$ cat src/rtl/accel_job_ctrl.sv
// accel_job_ctrl
//   Job controller between the HPS start/done PIO pair and NUM_CH engines.
//   A rising edge on start_export, seen while idle, launches every enabled
//   engine with a one-cycle pulse. The block then collects per-engine done
//   flags and counts WAIT cycles, with an optional cycle-count watchdog.
//   Completion or timeout raises done_export until start_export drops.
// Ports
//   clk_clk, reset_reset_n : clock, asynchronous active-low reset
//   start_export           : HPS start level (rising edge requests a job)
//   ch_enable              : channel mask, sampled when a start is accepted
//   timeout_cycles         : watchdog limit in WAIT cycles, 0 disables
//   eng_start              : one-cycle launch pulse per enabled engine
//   eng_done               : engine done flags, sampled in WAIT only
//   done_export            : job finished, held until start_export low
//   busy                   : high in LAUNCH and WAIT
//   done_mask              : engines that reported done this job
//   timed_out              : job ended by the watchdog
//   cycle_count            : WAIT cycles elapsed, saturating
module accel_job_ctrl #(
  parameter int unsigned NUM_CH = 4,
  parameter int unsigned CNT_W  = 32
) (
  input  logic              clk_clk,
  input  logic              reset_reset_n,
  input  logic              start_export,
  input  logic [NUM_CH-1:0] ch_enable,
  input  logic [CNT_W-1:0]  timeout_cycles,
  output logic [NUM_CH-1:0] eng_start,
  input  logic [NUM_CH-1:0] eng_done,
  output logic              done_export,
  output logic              busy,
  output logic [NUM_CH-1:0] done_mask,
  output logic              timed_out,
  output logic [CNT_W-1:0]  cycle_count
);

  typedef enum logic [1:0] {
    S_IDLE   = 2'd0,
    S_LAUNCH = 2'd1,
    S_WAIT   = 2'd2,
    S_DONE   = 2'd3
  } state_t;

  state_t            r_state, w_state_nxt;
  logic              r_start_d;
  logic [NUM_CH-1:0] r_mask, w_mask_nxt;
  logic [NUM_CH-1:0] r_eng_start, w_eng_start_nxt;
  logic              r_done_export, w_done_export_nxt;
  logic              r_busy, w_busy_nxt;
  logic [NUM_CH-1:0] r_done_mask, w_done_mask_nxt;
  logic              r_timed_out, w_timed_out_nxt;
  logic [CNT_W-1:0]  r_cycle_count, w_cycle_count_nxt;

  logic              w_rise;
  logic [CNT_W-1:0]  w_cnt_inc;
  logic [CNT_W-1:0]  w_cnt_sat;
  logic [NUM_CH-1:0] w_collected;

  assign w_rise      = start_export & ~r_start_d;
  assign w_cnt_inc   = r_cycle_count + {{(CNT_W-1){1'b0}}, 1'b1};
  assign w_cnt_sat   = (&r_cycle_count) ? r_cycle_count : w_cnt_inc;
  assign w_collected = r_done_mask | (eng_done & r_mask);

  always_ff @(posedge clk_clk or negedge reset_reset_n) begin
    if (!reset_reset_n) begin
      r_state       <= S_IDLE;
      // Reset high so a start level held through reset is not seen as a rise.
      r_start_d     <= 1'b1;
      r_mask        <= '0;
      r_eng_start   <= '0;
      r_done_export <= 1'b0;
      r_busy        <= 1'b0;
      r_done_mask   <= '0;
      r_timed_out   <= 1'b0;
      r_cycle_count <= '0;
    end else begin
      r_state       <= w_state_nxt;
      r_start_d     <= start_export;
      r_mask        <= w_mask_nxt;
      r_eng_start   <= w_eng_start_nxt;
      r_done_export <= w_done_export_nxt;
      r_busy        <= w_busy_nxt;
      r_done_mask   <= w_done_mask_nxt;
      r_timed_out   <= w_timed_out_nxt;
      r_cycle_count <= w_cycle_count_nxt;
    end
  end

  always_comb begin
    w_state_nxt       = r_state;
    w_mask_nxt        = r_mask;
    w_eng_start_nxt   = '0;
    w_done_export_nxt = r_done_export;
    w_done_mask_nxt   = r_done_mask;
    w_timed_out_nxt   = r_timed_out;
    w_cycle_count_nxt = r_cycle_count;

    unique case (r_state)
      S_IDLE: begin
        if (w_rise) begin
          w_mask_nxt = ch_enable;
          if (ch_enable == '0) begin
            w_state_nxt       = S_DONE;
            w_done_export_nxt = 1'b1;
            w_done_mask_nxt   = '0;
            w_timed_out_nxt   = 1'b0;
            w_cycle_count_nxt = '0;
          end else begin
            w_state_nxt     = S_LAUNCH;
            w_eng_start_nxt = ch_enable;
          end
        end
      end
      S_LAUNCH: begin
        w_state_nxt       = S_WAIT;
        w_done_mask_nxt   = '0;
        w_timed_out_nxt   = 1'b0;
        w_cycle_count_nxt = '0;
      end
      S_WAIT: begin
        w_cycle_count_nxt = w_cnt_sat;
        w_done_mask_nxt   = w_collected;
        // Completion is tested first so it wins over a same-cycle timeout.
        // The watchdog compares against the unsaturated increment.
        if (w_collected == r_mask) begin
          w_state_nxt       = S_DONE;
          w_done_export_nxt = 1'b1;
          w_timed_out_nxt   = 1'b0;
        end else if ((timeout_cycles != '0) && (w_cnt_inc == timeout_cycles)) begin
          w_state_nxt       = S_DONE;
          w_done_export_nxt = 1'b1;
          w_timed_out_nxt   = 1'b1;
        end
      end
      S_DONE: begin
        if (!start_export) begin
          w_state_nxt       = S_IDLE;
          w_done_export_nxt = 1'b0;
        end
      end
      default: begin
        w_state_nxt = S_IDLE;
      end
    endcase

    w_busy_nxt = (w_state_nxt == S_LAUNCH) || (w_state_nxt == S_WAIT);
  end

  assign eng_start   = r_eng_start;
  assign done_export = r_done_export;
  assign busy        = r_busy;
  assign done_mask   = r_done_mask;
  assign timed_out   = r_timed_out;
  assign cycle_count = r_cycle_count;

endmodule

$ cat config.mk
export PLATFORM = sky130hd
export DESIGN_NAME = accel_job_ctrl
export DESIGN_NICKNAME = d
export VERILOG_FILES = /design/src/rtl/accel_job_ctrl.sv
export SDC_FILE = /design/constraint.sdc
export NUM_CORES = 1
export LEC_CHECK = 0
export CORE_UTILIZATION = 45
export DETAILED_ROUTE_END_ITERATION = 8
export MAX_ROUTING_LAYER = met4
export PLACE_DENSITY = 0.8
export SLEW_MARGIN = 5
export SYNTH_ARGS = -nofsm -noshare
export SYNTH_HDL_FRONTEND = slang
export SYNTH_SLANG_ARGS = --single-unit
$ cat constraint.sdc
create_clock -name clk_clk -period 3.6 [get_ports clk_clk]
set_input_delay 0.36 -clock clk_clk [delete_from_list [all_inputs] [get_ports clk_clk]]
set_output_delay 0.36 -clock clk_clk [all_outputs]
set_load 0.02 [all_outputs]
==> flow_metrics.py, run 1 <==
metrics = {
    "sta": {
        "worst_pin_slew_ps": 1211,
        "fin_crit_ps": 3276,
        "fmax_mhz": 305.2,
        "rsz0062_at_grt": "false",
        "hold_violations": 0,
        "skew_ps": 4.918,
        "totalNegativeSetupSlack_ps": 0,
        "period_share_pct": 91.01,
        "setup_viol": 0,
        "slew_headroom_pct": 18.95,
        "finalMaxSlewViolations": 0,
    },
    "global_route": {
        "met1_usage_pct": 35.04,
        "grt_pass1_vias": 3583,
        "grt_max_degree": 36,
        "overflow": 0,
        "antenna_found_initial": 0,
        "track_usage_pct": 27.23,
        "busiest_layer": "met2",
        "use_met3_pct": 3.731,
        "grt_pass1_wl_um": 17730,
        "use_met2_pct": 43.41,
    },
    "pwr": {
        "peakVddDrop_mv": 0.2784,
        "p_per_area_mw_per_mm2": 436.5,
        "power_leakage_nw": 1.761,
    },
    "layout": {
        "nets": 547,
        "area_growth_pct": 28.77,
        "post-route-util_pct": 60.28,
        "drive_above_1_share_pct": 7.540,
        "antenna_cells": 0,
    },
    "worst_setup_path": {
        "required_ps": 3810,
        "worst-setup-path-type": "register to register",
        "worstPathArrival_ps": 3490,
        "critPathMaxStageDelay_ps": 690,
        "worstPathMaxFanout": 9,
        "cp_cell_sequence": "ha_1, nand3_4, or4_1, nor4_2, xnor2_1, o2111ai_1, or4_4, a21oi_1, o2bb2ai_1",
        "end_kind": "register",
        "path_delay_family": "simple AND/OR/NAND/NOR gates",
        "cp_num_buf_inv": 0,
        "crit_path_start_kind": "register",
        "cp_slowest_cell": "or4_1",
    },
    "clock_network": {
        "cts_setup_buffers": 0,
        "clk_latency_ps": 320,
        "numClockSinks": 50,
        "cts-resized-gates": 0,
        "htree_num_levels": 2,
        "root_buffer": "clkbuf_8",
        "numCtsBuffers": 5,
        "cts_tree": "yes",
        "clk_path_buf_depth": 2,
        "clk_transition_reported_paths_ps": 100,
        "holdBufCountCts": 1,
    },
    "detailed_routing": {
        "wl_um": 10980,
        "wl_per_cell_um": 18.12,
        "ant_nets": 0,
        "drtPass1Iterations": 7,
        "drc_errors": 0,
        "drt_iter0_drc": 298,
        "via_per_inst": 6.195,
        "via_count": 3754,
    },
    "die": {
        "num_rows": 32,
        "core_mm2": 0.007767,
        "die_w_um": 91.89,
        "ios": 86,
        "fp.dieArea_mm2": 0.008444,
        "start_util_pct": 46.81,
        "die_h_um": 91.89,
    },
    "place": {
        "place.gp.congestion": 0.9489,
        "numPortBuffers": 85,
        "hpwl_um": 8079,
    },
    "synthesis": {
        "synth.area.top_cells": "dfrtp_1 34%, xnor2_1 7.0%, o21ai_0 6.5%",
        "yosysTopAreaCell": "dfrtp_1",
        "syn_area_mm2": 0.003636,
        "synthCells": 426,
        "ys_types": 66,
        "syn_avg_cell_area_um2": 8.535,
        "synth_nets": 470,
        "synth-main-ff-cell": "dfrtp_1",
        "yosys_warnings": 0,
        "synth_top_area_share_pct": 33.72,
        "synth_enable_flop_cells": 0,
        "ys_seq_area_share_pct": 34.45,
        "ys_async_sr_fraction_pct": 100.0,
        "ys_seq_elements": 50,
    },
    "outcome": {
        "run_status": "complete, no violations",
    },
    "job": {
        "drv_cap": 0,
    },
    "worst_hold_path": {
        "hold_path.class": "register to register",
    },
}
[final timing paths]
check,end,cells past startpoint,slack (ps),from
setup / recovery,done_export$_DFFE_PN0P_,9,320,cycle_count[0]$_DFFE_PN0P_
hold reg to reg,done_export$_DFFE_PN0P_,2,520,done_export$_DFFE_PN0P_
setup reg to reg,done_export$_DFFE_PN0P_,9,320,cycle_count[0]$_DFFE_PN0P_
min in group asynchronous,cycle_count[25]$_DFFE_PN0P_,2,540,reset_reset_n
hold / removal,done_export$_DFFE_PN0P_,2,520,done_export$_DFFE_PN0P_
max in group asynchronous,r_start_d$_DFF_PN1_,3,2210,reset_reset_n
[area by class of cell]
type	instances	area, µm²
fillers	702	3085
flip-flops and latches	50	1252
multi-input cells	339	2228
clock inverters	3	28.78
repair buffers	97	938.4
inverters	10	37.54
clock buffers	5	68.82
well taps	102	127.6
[cell usage after synthesis, types with 9 or more instances]
| master | n |
|---|---|
| a21oi_1 | 16 |
| and2_1 | 10 |
| and3_1 | 9 |
| clkbuf_1 | 17 |
| dfrtp_1 | 49 |
| inv_1 | 10 |
| nand2_1 | 33 |
| nand2b_1 | 11 |
| nand3_1 | 18 |
| nand4_1 | 14 |
| nor2_1 | 27 |
| nor4_1 | 13 |
| o21ai_0 | 47 |
| o31ai_1 | 10 |
| xnor2_1 | 29 |
| xor2_1 | 14 |
[report_power, final]
group	internal (mW)	switching [mW]	leakage, nW
Clock	0.146	0.222	0.0506
Combinational	0.378	0.572	1.04
Sequential	0.639	0.0865	0.671
Total	1.16	0.880	1.76
[sequential cells by signal, summed over array words and instances, names as in the netlist]
| register | flops |
|---|---|
| busy | 1 |
| done_mask | 4 |
| r_start_d | 1 |
| eng_start | 4 |
| r_mask | 4 |
| timed_out | 1 |
| done_export | 1 |
| r_state | 2 |
| cycle_count | 32 |
[cells by family after synthesis]
family	after synthesis	share of synthesized area [%]
adders and majority gates	1	0.3441
and+or+nand+nor	171	27.46
muxes	3	0.8947
DFF	50	34.45
xor gates and xnor gates	43	10.36
AOI/OAI and AO/OA	121	21.99
buffers and inverters	37	4.508
[layer usage]
layer  vias to the layer above  wire (µm)
met1                      1795       4689
met5                         -          0
met4                         0        282
li1                       1736          -
met3                        27        840
met2                       196       5170
[placed cells by master (no fill, tap or decap), drive strengths merged, types with 6 or more instances in the layout]
master | Yosys | final
a21oi | 16 | 16
a31oi | 6 | 6
and2 | 10 | 10
and3 | 9 | 9
buf | 10 | 12
clkdlybuf4s50 | 0 | 84
dfrtp | 49 | 49
inv | 10 | 12
nand2 | 33 | 33
nand2b | 11 | 11
nand3 | 19 | 19
nand4 | 17 | 17
nor2 | 27 | 27
nor4 | 17 | 17
o21ai | 48 | 48
o31ai | 11 | 11
xnor2 | 29 | 29
xor2 | 14 | 14
[worst register-to-register path, stage by stage (launching register included)]
cell and delay, ps:
dfrtp_1 480, ha_1 340, nand3_4 180, or4_1 690
nor4_2 470, xnor2_1 170, o2111ai_1 120, or4_4 470
a21oi_1 170, o2bb2ai_1 80
[per-stage QoR]
stage | hold slack (ps) | power, mW | area (µm²) | setup slack, ps | cells
after floorplan | 64.41 | 1.294 | 3636 | 528.7 | 426
after global placement | 340.9 | 1.644 | 4574 | 472.5 | 597
after detailed placement | 342.8 | 1.667 | 4574 | 373.8 | 597
after CTS | 521.9 | 2.031 | 4682 | 351.6 | 606
after global routing | 542.0 | 2.161 | 4682 | 167.3 | 606
final | 517.8 | 2.044 | 4682 | 323.7 | 606
Note: power is estimated with default switching activity, not from simulation.
==> run 2, diff against run 1 <==
--- a/config.mk
+++ b/config.mk
@@ -7,6 +7,7 @@
 export LEC_CHECK = 0
 export CORE_UTILIZATION = 45
 export DETAILED_ROUTE_END_ITERATION = 8
+export GPL_TIMING_DRIVEN = 0
 export MAX_ROUTING_LAYER = met4
 export PLACE_DENSITY = 0.8
 export SLEW_MARGIN = 5
==> run 2 against run 1 <==
Count of clock-buffer cells in the layout is the same. Core utilization grew 1.2 points. Non-clock buffer count up 18. Critical path depth unchanged. Register-to-register slack got worse by 98 ps. Combinational power grew 6%. Sequential cell count stayed put. Global-route usage increased by 1.6 points. Critical path type unchanged.
==> flow_metrics.py, run 2 (synthesis gave the netlist of run 1 again) <==
metrics = {
    "pwr": {
        "peakVddDrop_mv": 0.4336,
        "power_mw": 2.155,
        "clkPwrFrac_pct": 20.1,
        "power_leakage_nw": 1.799,
        "p_int_mw": 1.221,
        "combPwrFrac_pct": 46.9,
        "p_per_area_mw_per_mm2": 451.6,
        "p_switching_mw": 0.9339,
        "power.share.switching_pct": 43.33,
        "pwr-share-seq_pct": 33.0,
    },
    "sta": {
        "period_share_pct": 93.73,
        "finalMaxSlewViolations": 0,
        "rsz0062_at_grt": "false",
        "hold_violations": 0,
        "fmax_mhz": 296.4,
        "worst_pin_slew_ps": 861.2,
        "fin_crit_ps": 3374,
        "setup_viol": 0,
        "skew_ps": 12.68,
        "fin_ws_ps": 225.9,
        "slew_headroom_pct": 42.06,
    },
    "detailed_routing": {
        "drtPass1Iterations": 5,
        "via_per_inst": 6.229,
        "wl_um": 11650,
        "ant_nets": 0,
        "wl_per_cell_um": 18.67,
        "drc_errors": 0,
        "drt_iter0_drc": 314,
        "via_count": 3887,
    },
    "layout": {
        "final_cell_mix": "84 x clkdlybuf4s50_1, 49 x dfrtp_1, 47 x o21ai_0",
        "area_growth_pct": 31.25,
        "nets": 565,
        "largest_reg_flops": 32,
        "multiInputGateArea_mm2": 0.002228,
        "final-seq-area_mm2": 0.001252,
        "fillCellCount": 710,
        "final_common_cell": "clkdlybuf4s50_1",
        "antenna_cells": 0,
        "instances_no_fill": 624,
        "drive_above_1_share_pct": 7.280,
    },
    "global_route": {
        "overflow": 0,
        "grt_pass1_wl_um": 18700,
        "grt_max_degree": 34,
        "track_usage_pct": 28.79,
        "grt_pass1_vias": 3600,
        "antenna_found_initial": 0,
    },
    "worst_setup_path": {
        "end_kind": "register",
        "crit_path_start_kind": "register",
        "worst-setup-path-type": "register to register",
        "required_ps": 3820,
        "worstPathMaxFanout": 9,
        "worstPathArrival_ps": 3590,
    },
    "place": {
        "hpwl_um": 8655,
        "numPortBuffers": 85,
        "dpl.cell_count": 614,
        "place.gp.congestion": 0.9248,
        "dp_worst_setup_slack_ps": -71.68,
    },
    "clock_network": {
        "clk_transition_reported_paths_ps": 110,
        "numClockSinks": 50,
        "htree_num_levels": 2,
        "clk_latency_ps": 320,
        "numCtsBuffers": 5,
        "clk_path_buf_depth": 2,
        "root_buffer": "clkbuf_8",
        "cts_tree": "yes",
    },
    "die": {
        "fp.dieArea_mm2": 0.008444,
        "core_mm2": 0.007767,
        "start_util_pct": 46.81,
        "num_rows": 32,
        "die_w_um": 91.89,
        "ios": 86,
        "die_h_um": 91.89,
    },
    "job": {
        "drv_cap": 0,
    },
    "worst_hold_path": {
        "hold_path.class": "input pin to asynchronous set/reset pin",
    },
    "outcome": {
        "run_status": "complete, no violations",
    },
}
## run 2: changes by cell type in the layout (fill, tap and decap cells not counted)
cell,change
clkbuf_1,+17
buf_12,+1
buf_1,+1
buf_6,+1
clkinv_4,-1
buf_4,-7
buf_2,+5
bufinv_16,+1
inv_8,-1
inv_6,+1
## run 2: per-stage QoR
step           TNS (ps)  utilization, %  hold WS (ps)  instance area, µm²
5_1_grt               0           61.44         543.7                4772
2_1_floorplan         0               -         64.41                3636
4_1_cts               0           61.34         529.2                4765
6_report              0           61.44         513.0                4772
3_5_place_dp     -424.6           59.60         339.2                4629
3_3_place_gp          0           59.41         505.7                4614
## run 2: area by class of cell
class / instances / share of cell area, %
well taps: 102 / 2.674
flip-flops and latches: 50 / 26.25
plain buffers: 27 / 2.648
inverters: 10 / 0.7866
multi-input cells: 339 / 46.70
repair buffers: 88 / 18.51
clock buffers: 5 / 1.442
clock inverters: 3 / 0.9963
## run 2: per-layer routing
| layer | GRT usage [%] | wire (µm) | vias up |
|---|---|---|---|
| met3 | 3.400 | 937 | 18 |
| li1 | - | - | 1784 |
| met2 | 45.46 | 5547 | 196 |
| met1 | 39.24 | 4978 | 1889 |
| met5 | - | 0 | - |
| met4 | 7.813 | 183 | 0 |
## run 2: power groups by stage
stage | combinational, mW | clock (mW) | sequential [mW]
5_1_grt | 1.08 | 0.456 | 0.721
4_1_cts | 0.984 | 0.434 | 0.711
2_1_floorplan | 0.537 | 0 | 0.757
3_3_place_gp | 0.949 | 0 | 0.717
3_5_place_dp | 0.971 | 0 | 0.722
6_report | 1.01 | 0.434 | 0.711
## run 2: final timing paths
| check | cells after the start | endpoint | from | slack [ps] |
|---|---|---|---|---|
| max | 9 | done_export$_DFFE_PN0P_ | cycle_count[0]$_DFFE_PN0P_ | 230 |
| max reg2reg | 9 | done_export$_DFFE_PN0P_ | cycle_count[0]$_DFFE_PN0P_ | 230 |
| max in group asynchronous | 3 | r_start_d$_DFF_PN1_ | reset_reset_n | 2480 |
| min in group clk_clk | 1 | r_start_d$_DFF_PN1_ | start_export | 520 |
| min reg2reg | 2 | done_export$_DFFE_PN0P_ | done_export$_DFFE_PN0P_ | 530 |
| min | 2 | cycle_count[21]$_DFFE_PN0P_ | reset_reset_n | 510 |
## run 2: critical path, stage by stage, from the launching register on
cell and delay, ps:
dfrtp_1 510, ha_1 360, nand3_4 200, nor4_4 400, nand2_1 170, o31a_1 310
or4_1 530, or4_4 570, a21oi_1 150, o2bb2ai_1 80
## run 2: repair_timing
item	in CTS	in global routing
setup endpoints to repair	10	20
hold buffers	1	0
buffers inserted	0	1
resized for setup	1	0
endpoints found under the hold margin	2	0
pin swaps	0	1
